## src/rtl/bus_read_queue_if.sv

```systemverilog
// Handshake/bus bundle between the inter-PE bus, the PE datapath and bus_read_queue.
interface bus_read_queue_if #(
    parameter int DATA_LEN     = 16,
    parameter int BUS_ADDR_LEN = 3,
    parameter int NUM_ELEM     = 8
);
    logic                    stall;
    logic [DATA_LEN-1:0]     data_from_bus;
    logic [BUS_ADDR_LEN-1:0] addr_from_bus;
    logic                    valid_from_bus;
    logic [BUS_ADDR_LEN-1:0] src_addr_in;
    logic                    src_rq_in;
    logic [DATA_LEN-1:0]     src_data_r;
    logic                    src_valid_r;
    logic                    src_busy;
    logic [NUM_ELEM-1:0]     rd_buffer_full;
    logic                    ovf_flag;

    modport slave (
        input  stall, data_from_bus, addr_from_bus, valid_from_bus, src_addr_in, src_rq_in,
        output src_data_r, src_valid_r, src_busy, rd_buffer_full, ovf_flag
    );

    modport master (
        output stall, data_from_bus, addr_from_bus, valid_from_bus, src_addr_in, src_rq_in,
        input  src_data_r, src_valid_r, src_busy, rd_buffer_full, ovf_flag
    );
endinterface

```

## src/rtl/bus_read_queue.sv

```systemverilog
// Per-PE bus receive queue: one FIFO per source channel, one source-addressed read per request.
// Define BUS_READ_OVF_FLAG_EN to build the sticky overflow detector; otherwise ovf_flag is 0.

module bus_read_queue_chan #(
    parameter int DATA_LEN   = 16,
    parameter int FIFO_DEPTH = 8,
    parameter int AF_MARGIN  = 1
) (
    input  logic                clk,
    input  logic                rstn,
    input  logic                push,
    input  logic                pop,
    input  logic [DATA_LEN-1:0] din,
    output logic [DATA_LEN-1:0] head,
    output logic                nempty,
    output logic                af,
    output logic                ovf
);
    localparam int AW = $clog2(FIFO_DEPTH);
    localparam int CW = AW + 1;

    logic [DATA_LEN-1:0] mem [FIFO_DEPTH];
    logic [AW-1:0]       wp_q, rp_q;
    logic [CW-1:0]       cnt_q;
    logic                af_q;
    logic                full, wr;

    assign full = (cnt_q == CW'(FIFO_DEPTH));
    // A pop in the same cycle frees the slot, so a push to a full FIFO still lands.
    assign wr   = push && (!full || pop);

    always_ff @(posedge clk or negedge rstn) begin
        if (!rstn) begin
            wp_q  <= '0;
            rp_q  <= '0;
            cnt_q <= '0;
            af_q  <= 1'b0;
        end else begin
            if (wr)  wp_q <= wp_q + AW'(1);
            if (pop) rp_q <= rp_q + AW'(1);
            cnt_q <= cnt_q + CW'(wr) - CW'(pop);
            af_q  <= (cnt_q >= CW'(FIFO_DEPTH - AF_MARGIN));
        end
    end

    always_ff @(posedge clk) begin
        if (wr) mem[wp_q] <= din;
    end

    assign head   = mem[rp_q];
    assign nempty = (cnt_q != '0);
    assign af     = af_q;

`ifdef BUS_READ_OVF_FLAG_EN
    logic ovf_q;
    always_ff @(posedge clk or negedge rstn) begin
        if (!rstn)                     ovf_q <= 1'b0;
        else if (push && full && !pop) ovf_q <= 1'b1;
    end
    assign ovf = ovf_q;
`else
    assign ovf = 1'b0;
`endif
endmodule

module bus_read_queue #(
    parameter int          DATA_LEN     = 16,
    parameter int          BUS_ADDR_LEN = 3,
    parameter int          NUM_ELEM     = 8,
    parameter int          FIFO_DEPTH   = 8,
    parameter int          AF_MARGIN    = 1,
    parameter logic [31:0] EXCLUDE_MASK = 32'h0
) (
    input  logic           clk,
    input  logic           rstn,
    bus_read_queue_if.slave bus
);
    localparam int NSLOT = 1 << BUS_ADDR_LEN;

    typedef enum logic {S_IDLE, S_WAIT} rq_state_t;

    function automatic logic excluded(input int i);
        return (i < 32) && EXCLUDE_MASK[i[4:0]];
    endfunction

    logic [DATA_LEN-1:0]            data_q;
    logic [BUS_ADDR_LEN-1:0]        addr_q;
    logic                           valid_q;
    logic [NSLOT-1:0][DATA_LEN-1:0] head_ext;
    logic [NSLOT-1:0]               nempty_ext;
    logic [NUM_ELEM-1:0]            af_v, ovf_v;
    rq_state_t                      state_q, state_d;
    logic [BUS_ADDR_LEN-1:0]        raddr_q, raddr_d;
    logic                           pop_fire;
    logic [DATA_LEN-1:0]            src_data_q;
    logic                           src_valid_q;

    always_ff @(posedge clk or negedge rstn) begin
        if (!rstn) begin
            data_q  <= '0;
            addr_q  <= '0;
            valid_q <= 1'b0;
        end else begin
            data_q  <= bus.data_from_bus;
            addr_q  <= bus.addr_from_bus;
            valid_q <= bus.valid_from_bus;
        end
    end

    // Every tag value gets a slot; out-of-range and excluded slots read as permanently empty.
    for (genvar i = 0; i < NSLOT; i++) begin : g_ch
        if (i < NUM_ELEM && !excluded(i)) begin : g_fifo
            logic push, pop;
            assign push = valid_q  && (addr_q  == BUS_ADDR_LEN'(i));
            assign pop  = pop_fire && (raddr_q == BUS_ADDR_LEN'(i));
            bus_read_queue_chan #(
                .DATA_LEN  (DATA_LEN),
                .FIFO_DEPTH(FIFO_DEPTH),
                .AF_MARGIN (AF_MARGIN)
            ) u_chan (
                .clk   (clk),
                .rstn  (rstn),
                .push  (push),
                .pop   (pop),
                .din   (data_q),
                .head  (head_ext[i]),
                .nempty(nempty_ext[i]),
                .af    (af_v[i]),
                .ovf   (ovf_v[i])
            );
        end else begin : g_none
            assign head_ext[i]   = '0;
            assign nempty_ext[i] = 1'b0;
            if (i < NUM_ELEM) begin : g_flags
                assign af_v[i]  = 1'b0;
                assign ovf_v[i] = 1'b0;
            end
        end
    end

    always_ff @(posedge clk or negedge rstn) begin
        if (!rstn) begin
            state_q <= S_IDLE;
            raddr_q <= '0;
        end else begin
            state_q <= state_d;
            raddr_q <= raddr_d;
        end
    end

    always_comb begin
        state_d  = state_q;
        raddr_d  = raddr_q;
        pop_fire = 1'b0;
        if (!bus.stall) begin
            case (state_q)
                S_IDLE: if (bus.src_rq_in) begin
                    state_d = S_WAIT;
                    raddr_d = bus.src_addr_in;
                end
                S_WAIT: if (nempty_ext[raddr_q]) begin
                    pop_fire = 1'b1;
                    state_d  = S_IDLE;
                end
                default: state_d = S_IDLE;
            endcase
        end
    end

    // Stall freezes the read port so the datapath sees the same word until it moves on.
    always_ff @(posedge clk or negedge rstn) begin
        if (!rstn) begin
            src_valid_q <= 1'b0;
            src_data_q  <= '0;
        end else if (!bus.stall) begin
            src_valid_q <= pop_fire;
            if (pop_fire) src_data_q <= head_ext[raddr_q];
        end
    end

    assign bus.src_data_r     = src_data_q;
    assign bus.src_valid_r    = src_valid_q;
    assign bus.src_busy       = (state_q == S_WAIT) && !nempty_ext[raddr_q];
    assign bus.rd_buffer_full = af_v;
    assign bus.ovf_flag       = |ovf_v;
endmodule

```

## src/flat_wrapper.sv

```systemverilog
// flat-port wrapper written by rule: the top's interface ports become plain ports
module bus_read_queue_flat 
#(
    parameter int          DATA_LEN     = 16,
    parameter int          BUS_ADDR_LEN = 3,
    parameter int          NUM_ELEM     = 8,
    parameter int          FIFO_DEPTH   = 8,
    parameter int          AF_MARGIN    = 1,
    parameter logic [31:0] EXCLUDE_MASK = 32'h0
)
  (clk, rstn, bus_stall, bus_data_from_bus, bus_addr_from_bus, bus_valid_from_bus, bus_src_addr_in, bus_src_rq_in, bus_src_data_r, bus_src_valid_r, bus_src_busy, bus_rd_buffer_full, bus_ovf_flag);
  bus_read_queue_if #(.DATA_LEN(DATA_LEN), .BUS_ADDR_LEN(BUS_ADDR_LEN), .NUM_ELEM(NUM_ELEM)) bus_i ();
  input  logic clk;
  input  logic rstn;
  input wire logic [$bits(bus_i.stall)-1:0] bus_stall;
  input wire logic [$bits(bus_i.data_from_bus)-1:0] bus_data_from_bus;
  input wire logic [$bits(bus_i.addr_from_bus)-1:0] bus_addr_from_bus;
  input wire logic [$bits(bus_i.valid_from_bus)-1:0] bus_valid_from_bus;
  input wire logic [$bits(bus_i.src_addr_in)-1:0] bus_src_addr_in;
  input wire logic [$bits(bus_i.src_rq_in)-1:0] bus_src_rq_in;
  output wire logic [$bits(bus_i.src_data_r)-1:0] bus_src_data_r;
  output wire logic [$bits(bus_i.src_valid_r)-1:0] bus_src_valid_r;
  output wire logic [$bits(bus_i.src_busy)-1:0] bus_src_busy;
  output wire logic [$bits(bus_i.rd_buffer_full)-1:0] bus_rd_buffer_full;
  output wire logic [$bits(bus_i.ovf_flag)-1:0] bus_ovf_flag;
  assign bus_i.stall = bus_stall;
  assign bus_i.data_from_bus = bus_data_from_bus;
  assign bus_i.addr_from_bus = bus_addr_from_bus;
  assign bus_i.valid_from_bus = bus_valid_from_bus;
  assign bus_i.src_addr_in = bus_src_addr_in;
  assign bus_i.src_rq_in = bus_src_rq_in;
  assign bus_src_data_r = bus_i.src_data_r;
  assign bus_src_valid_r = bus_i.src_valid_r;
  assign bus_src_busy = bus_i.src_busy;
  assign bus_rd_buffer_full = bus_i.rd_buffer_full;
  assign bus_ovf_flag = bus_i.ovf_flag;
  bus_read_queue #(.DATA_LEN(DATA_LEN), .BUS_ADDR_LEN(BUS_ADDR_LEN), .NUM_ELEM(NUM_ELEM), .FIFO_DEPTH(FIFO_DEPTH), .AF_MARGIN(AF_MARGIN), .EXCLUDE_MASK(EXCLUDE_MASK)) u_core (.clk(clk), .rstn(rstn), .bus(bus_i));
endmodule
```

## config.mk

```make
export PLATFORM = sky130hd
export DESIGN_NAME = bus_read_queue_flat
export DESIGN_NICKNAME = d
export VERILOG_FILES = /design/src/rtl/bus_read_queue_if.sv /design/src/rtl/bus_read_queue.sv /design/src/flat_wrapper.sv
export SDC_FILE = /design/constraint.sdc
export NUM_CORES = 1
export LEC_CHECK = 0
export BUFFER_PORTS_ARGS = -buffer_cell sky130_fd_sc_hd__buf_2
export CAP_MARGIN = 25
export CORE_UTILIZATION = 41
export CTS_BUF_LIST = sky130_fd_sc_hd__clkbuf_8
export DETAILED_ROUTE_END_ITERATION = 10
export GPL_ROUTABILITY_DRIVEN = 0
export HOLD_SLACK_MARGIN = 0.12
export PLACE_DENSITY = 0.68
export SLEW_MARGIN = 20
export SYNTH_ARGS = -nofsm -noshare
export SYNTH_HDL_FRONTEND = slang
export SYNTH_HIERARCHICAL = 1
export SYNTH_SLANG_ARGS = --single-unit
```

## constraint.sdc

```tcl
create_clock -name clk -period 4.05 [get_ports clk]
set_input_delay 0.81 -clock clk [delete_from_list [all_inputs] [get_ports clk]]
set_output_delay 0.81 -clock clk [all_outputs]
set_load 0.01 [all_outputs]
```

Yosys cells after proc, flatten, opt, wreduce, memory -nomap -nowiden
Memories as Yosys holds them, arrays and structs flattened.
Index checks and enable logic that the tools add are counted.
{ "totals": {"wordCells": 192, "output_inout_bits": 27, "regBits": 129, "ramBits": 1024, "n_memories": 8} }
{ "op_classes": {"mux": 26, "bitwise": 2, "n_reduce_logical": 54, "n_lt_le_gt_ge": 9, "eq_ne": 22, "n_addsub": 32} }
{ "mem_list": {"columns": ["memory", "depth", "word_bits", "rd", "rd_clocked_by_memory_dff", "write_ports", "line_no", "text"], "rows": [
  ["u_core.g_ch[0].g_fifo.u_chan.mem", 8, 16, 1, 0, 1, "bus_read_queue.sv:22", "logic [DATA_LEN-1:0] mem [FIFO_DEPTH];"],
  ["u_core.g_ch[1].g_fifo.u_chan.mem", 8, 16, 1, 0, 1, "bus_read_queue.sv:22", null],
  ["u_core.g_ch[2].g_fifo.u_chan.mem", 8, 16, 1, 0, 1, "bus_read_queue.sv:22", null],
  ["u_core.g_ch[3].g_fifo.u_chan.mem", 8, 16, 1, 0, 1, "bus_read_queue.sv:22", null],
  ["u_core.g_ch[4].g_fifo.u_chan.mem", 8, 16, 1, 0, 1, "bus_read_queue.sv:22", null],
  ["u_core.g_ch[5].g_fifo.u_chan.mem", 8, 16, 1, 0, 1, "bus_read_queue.sv:22", null],
  ["2 more memories", null, null, null, null, null, null, null]
]} }
{ "op_table": {"columns": ["cell", "n"], "rows": [
  ["3-bit by 1-bit adder with 3-bit output, second input constant", 16],
  ["16-bit binary-select mux with 3-bit select", 1],
  ["4-bit by 1-bit adder with 4-bit output", 8],
  ["4-bit equality test, second input constant", 8],
  ["4-bit by 3-bit greater-or-equal comparator with 1-bit output, second input constant", 8],
  ["4-bit nonzero test", 8],
  ["4-bit by 1-bit subtractor with 4-bit output", 8],
  ["1-bit logical AND", 25],
  ["3-bit equality test, second input constant", 8],
  ["1-bit two-way mux", 22],
  ["16-bit two-way mux", 1],
  ["3-bit by 2-bit equality test with 1-bit output, second input constant", 4],
  ["1-bit zero test", 9],
  ["1-bit logical OR", 8],
  ["3-bit by 1-bit equality test with 1-bit output, second input constant", 2],
  ["3-bit zero test", 2],
  ["3-bit by 4-bit < comparator with 1-bit output, second input constant", 1],
  ["1-bit binary-select mux with 3-bit select", 1],
  ["3-bit AND reduction", 1],
  ["1-bit inverter", 2],
  ["1-bit one-hot mux with 2 select lines", 1],
  ["2-bit AND reduction", 1]
]} }

Depth between registers and ports, before layout
{ "depth": {"depth_word": 11, "mapped_depth": 15, "depth_no_buf": 14} }

Cells and area by module
Netlist, hierarchy kept.
{ "modules_own_cells": {"columns": ["module", "cells_per_inst", "seq_area_each_um2", "instances", "area_per_inst_um2"], "rows": [
  ["bus_read_queue_chan", 249, 4119.0, 8, 5551.6],
  ["bus_read_queue", 203, 1026.0, 1, 2560.0]
]} }

Least setup slack after synthesis
No wires, ideal clock.
{ "synth_timing": {"kind": "input-to-reg", "startpoint": "input bus_stall", "endpoint": "memory u_core.g_ch[1].g_fifo.u_chan.mem[1][0], enable pin", "t_arrival_ns": 3.513, "path_slack_ns": 0.127, "n_path_buf": 1, "path_stages": 7, "path_cell_list": "nor2_1 nand4_4 buf_6 nor4b_1 or4b_1 nand3_1 nor3_1"} }
{ "synth_via": {"elab_chain_len": 6} }
{ "synth_lines": {"columns": ["element", "line_no", "text"], "rows": [
  ["start: declaration", "flat_wrapper.sv:15", "input wire logic [$bits(bus_i.stall)-1:0] bus_stall;"],
  ["1-bit two-way mux", "bus_read_queue.sv:155", "if (!bus.stall) begin"],
  ["1-bit logical AND", "bus_read_queue.sv:115", "assign pop = pop_fire && (raddr_q == BUS_ADDR_LEN'(i));"],
  ["named net u_core.g_ch[1].g_fifo.pop", "bus_read_queue.sv:113", "logic push, pop;"],
  ["1-bit logical OR", "bus_read_queue.sv:30", "assign wr = push && (!full || pop);"],
  ["1-bit logical AND", "bus_read_queue.sv:30", null],
  ["1-bit two-way mux", "bus_read_queue.sv:47", "if (wr) mem[wp_q] <= din;"],
  ["1-bit two-way mux (not written as such)", "bus_read_queue.sv:47", null],
  ["end: declaration", "bus_read_queue.sv:22", null]
]} }
The timed path passes the listed nets, and every way through them passes these cells.

Final worst setup path
{ "layout_timing": {"startpoint": "register u_core.raddr_q[2]", "endpoint": "memory u_core.g_ch[0].g_fifo.u_chan.mem[3][6], enable pin"} }
{ "layout_via": {"elab_chain_len": 10, "word_cells_on_any_way": 11} }
{ "layout_lines": {"columns": ["element", "line_no", "text"], "rows": [
  ["start: declaration", "bus_read_queue.sv:93", "logic [BUS_ADDR_LEN-1:0] raddr_q, raddr_d;"],
  ["start signal: assignment", "bus_read_queue.sv:147", "raddr_q <= raddr_d;"],
  ["1-bit binary-select mux with 3-bit select", "bus_read_queue.sv:161", "S_WAIT: if (nempty_ext[raddr_q]) begin"],
  ["1-bit two-way mux (not written as such)", "bus_read_queue.sv:161", null],
  ["1-bit two-way mux", "bus_read_queue.sv:161", null],
  ["1-bit two-way mux", "bus_read_queue.sv:156", "case (state_q)"],
  ["1-bit two-way mux", "bus_read_queue.sv:155", null],
  ["1-bit logical AND (*)", "bus_read_queue.sv:115", null],
  ["named net u_core.g_ch[0].g_fifo.pop", "bus_read_queue.sv:113", null],
  ["1-bit logical OR (*)", "bus_read_queue.sv:30", null],
  ["1-bit logical AND (*)", "bus_read_queue.sv:30", null],
  ["1-bit two-way mux (*)", "bus_read_queue.sv:47", null],
  ["1-bit two-way mux (not written as such) (*)", "bus_read_queue.sv:47", null],
  ["end: declaration", "bus_read_queue.sv:22", null]
]} }
Mark *: on every way through the listed nets, which the timed path passes. The rest lies on a longest branch. The select of a mux whose other input is x is not followed.

==> results.sh <==
export IMPL_muxShareOfSynthArea_pct=19.4
export IMPL_grt_pass1_vias=22800
export IMPL_max_freq_ghz=0.261
export IMPL_drtAntennaViolNets=0
export IMPL_path_cells="nor2b_1, a22oi_2, nand4_4, nor4_1, buf_4, or4b_1, nand3_1, nor2_1, buf_4"
export IMPL_synth_area_leaders="edfxtp_1 65%, mux4_1 11%, dfrtp_1 6.9%, mux4_2 4.2%, mux2_2 3.6%"
export IMPL_cts_sinks=1153
export IMPL_drt_iter0_markers=1775
export IMPL_fin_nets=2551
export IMPL_start_util_pct=41.6
export IMPL_hold_path_class="in -> reg"
export IMPL_die_area_um2=116000
export IMPL_synthFlopType="edfxtp_1"
export IMPL_ys_seq_elements=1153
export IMPL_yosys_area_top_type="edfxtp_1"
export IMPL_antenna_found_initial=1
export IMPL_drt_wl_total_mm=102
export IMPL_ioPinCount=54
export IMPL_worstSetupEndpointType="flip-flop"
export IMPL_synth_top_family_by_area="multiplexers"
export IMPL_post_drt_wl_per_cell_um=25.1
export IMPL_yosysSeqAreaShare_pct=72.3
export IMPL_slowest_stage="dfrtp_1"
export IMPL_clockBufferDepth=3
export IMPL_yosysWarnings=6
export IMPL_place_area_um2=49400
export IMPL_finalPower_uw=32700
export IMPL_clockRootBuffer="clkbuf_8"
export IMPL_numCtsBuffers=169
export IMPL_cp_required_ns=4.56
export IMPL_r2r_cells=9
export IMPL_io_buffers=52
export IMPL_post_route_min_period_ns=3.83
export IMPL_drt_pass1_iterations=7
export IMPL_die_h_um=340
export IMPL_synth_top_area_share_pct=65.5
export IMPL_synth_cells=2195
export IMPL_grt_max_degree=75
export IMPL_drive_gt1_share_pct=26.4
export IMPL_final_cell_area_um2=52900
export IMPL_fin_skew_ns=0.0364
export IMPL_yosysMostFrequentCell="edfxtp_1"
export IMPL_drc_errors=0
export IMPL_synth_edf_count=1024
export IMPL_worstPathArrival_ns=4.34
export IMPL_slew_headroom_pct=33.6
export IMPL_num_rows=123
export IMPL_timing_max_transition_violations_final=0
export IMPL_status="complete, no violations"
export IMPL_crit_fanout=14
export IMPL_worst_pin_slew_ns=0.995
export IMPL_cpMostUsedCell="buf_4"
export IMPL_holdPathStages=3
export IMPL_fin_tns_setup_ns=0
export IMPL_synth_compound_area_share_pct=0.376
export IMPL_synth_top_cells_by_count="1,024 x edfxtp_1, 200 x mux4_1, 151 x mux2_2"
export IMPL_cap_violations=0
export IMPL_cts_setup_buffers=0
export IMPL_fp_coreArea_um2=113000
export IMPL_fin_crit_sh_pct=94.6
export IMPL_die_w_um=340
export IMPL_synth_adder_area_share_pct=2.05
export IMPL_grt_usage_pct=17.8
export IMPL_rsz0062_at_grt="false"
export IMPL_routed_via_density=5.44
export IMPL_synth_area_per_cell_um2=21.4
export IMPL_ir_drop_uv=473
export IMPL_num_vias=22200
export IMPL_cpPeakStageDelay_ns=0.59
export IMPL_p_per_area_nw_per_um2=619
export IMPL_synthDistinctLibCells=37
export IMPL_cp_start_kind="flip-flop"
export IMPL_grt_ovfl_total=0
export IMPL_synth_simple_gate_area_share_pct=2.84
export IMPL_syn_cell_area_um2=47000
export IMPL_syn_num_nets=2294
export IMPL_setup_viol=0
export IMPL_h_tree_depth=4
export IMPL_yosys_area_share_xor_xnor_pct=0.895
export IMPL_hpwl_mm=64.2
export IMPL_p_leak_uw=0.0182
export IMPL_syn_to_final_growth_pct=12.6
export IMPL_worstSetupPathType="reg -> reg"
export IMPL_cts_tree="done"
export IMPL_clkTransAtPathRegs_ns=0.07
export IMPL_synthArstFlopShare_pct=11.2
export IMPL_grt_pass1_wl_mm=151
export IMPL_clk_latency_ns=0.84
export IMPL_hold_viol_final=0
what timing repair did:
item / CTS / global route
resized for setup: 0 / 1
hold buffers: 21 / 0
hold endpoints to repair: 93 / 0
setup endpoints to repair: 0 / 99
sequential cells by signal (all words and copies together) (netlist names), 8 cells and up:
signal / count
u_core/bus.src_data_r: 16
u_core/data_q: 16
u_core/g_ch.g_fifo.u_chan/af: 8
u_core/g_ch.g_fifo.u_chan/cnt_q: 32
u_core/g_ch.g_fifo.u_chan/mem: 1024
u_core/g_ch.g_fifo.u_chan/rp_q: 24
u_core/g_ch.g_fifo.u_chan/wp_q: 24
worst paths after layout:
check	startpoint	to	slack, ns
max	u_core/raddr_q[2]	u_core/g_ch[0].g_fifo.u_chan/mem[3][6]	0.22
min	bus_src_addr_in[1]	u_core/raddr_q[1]	0.21
max reg2reg	u_core/raddr_q[2]	u_core/g_ch[0].g_fifo.u_chan/mem[3][6]	0.22
min reg2reg	u_core/g_ch[6].g_fifo.u_chan/rp_q[0]	u_core/g_ch[6].g_fifo.u_chan/rp_q[0]	0.47
max in group asynchronous	rstn	u_core/data_q[9]	2.63
min in group asynchronous	rstn	u_core/data_q[3]	0.58
kinds of logic (layout without fill, tap and decap cells):
logic type,after synthesis,after routing
compound gates,29,29
xor+xnor,48,48
fa+ha+maj,72,72
buf+inv,155,546
flops,1153,1153
mux,453,453
other cells,8,9
simple gates,277,277
stage by stage:
stage | worst slack, ns | hold WS [ns] | std cells | util, %
after floorplan | 0.127 | 0.462 | 2195 | -
after global placement | 0.396 | 0.457 | 3758 | 43.7
after detailed placement | 0.255 | 0.459 | 3758 | 43.7
after CTS | 0.211 | 0.139 | 4084 | 46.8
after global routing | 0.0165 | 0.205 | 4087 | 46.8
final | 0.218 | 0.207 | 4087 | 46.8
layout by cell type, fill, tap and decap left out, types with 8 or more instances in the layout:
cell type	instances
a21o_1	8
a21oi_1	16
buf_2	51
buf_4	110
bufinv_16	9
clkbuf_8	178
clkinv_1	42
clkinv_2	24
conb_1	8
dfrtp_1	111
dfrtp_2	18
dlygate4sd3_1	21
edfxtp_1	1024
fa_1	8
ha_1	64
inv_1	95
mux2_2	151
mux2_4	10
mux4_1	200
mux4_2	88
nand2_1	96
nand2b_1	35
nand3_1	26
nand3b_1	8
nor2_1	64
nor3_2	16
or2_2	8
or4b_1	8
xnor2_1	32
xor2_1	16
power breakdown:
part | switching (uW) | internal (uW)
Sequential | 1060 | 13700
Combinational | 4580 | 4430
Clock | 4290 | 4650
Total | 9930 | 22800
layer usage:
layer  share of wire, %  track usage [%]  vias to the layer above
li1                   -                -                     9540
met5                  0                0                        -
met3                6.6             3.43                      140
met1                 42             24.5                    11700
met4                2.0             5.19                        0
met2                 49             28.9                      827
worst max-delay path: cells and delay by family (launching register included):
family	cells	cell delay, ns
buffers and inverters	2	0.58
AO/OA/AOI/OAI	1	0.53
flip-flops	1	0.59
AND/OR/NAND/NOR	6	1.80
area by class of cell:
class | instances | area (um^2)
timing repair buffer | 190 | 1450
antenna | 1 | 2.50
sequential | 1153 | 34000
multi-input combinational | 887 | 12100
clock buffer | 178 | 2450
inverter | 51 | 191
fill | 9217 | 60100
clock inverter | 127 | 779
tap | 1500 | 1880
No activity file was read; power rests on OpenSTA's default activity.
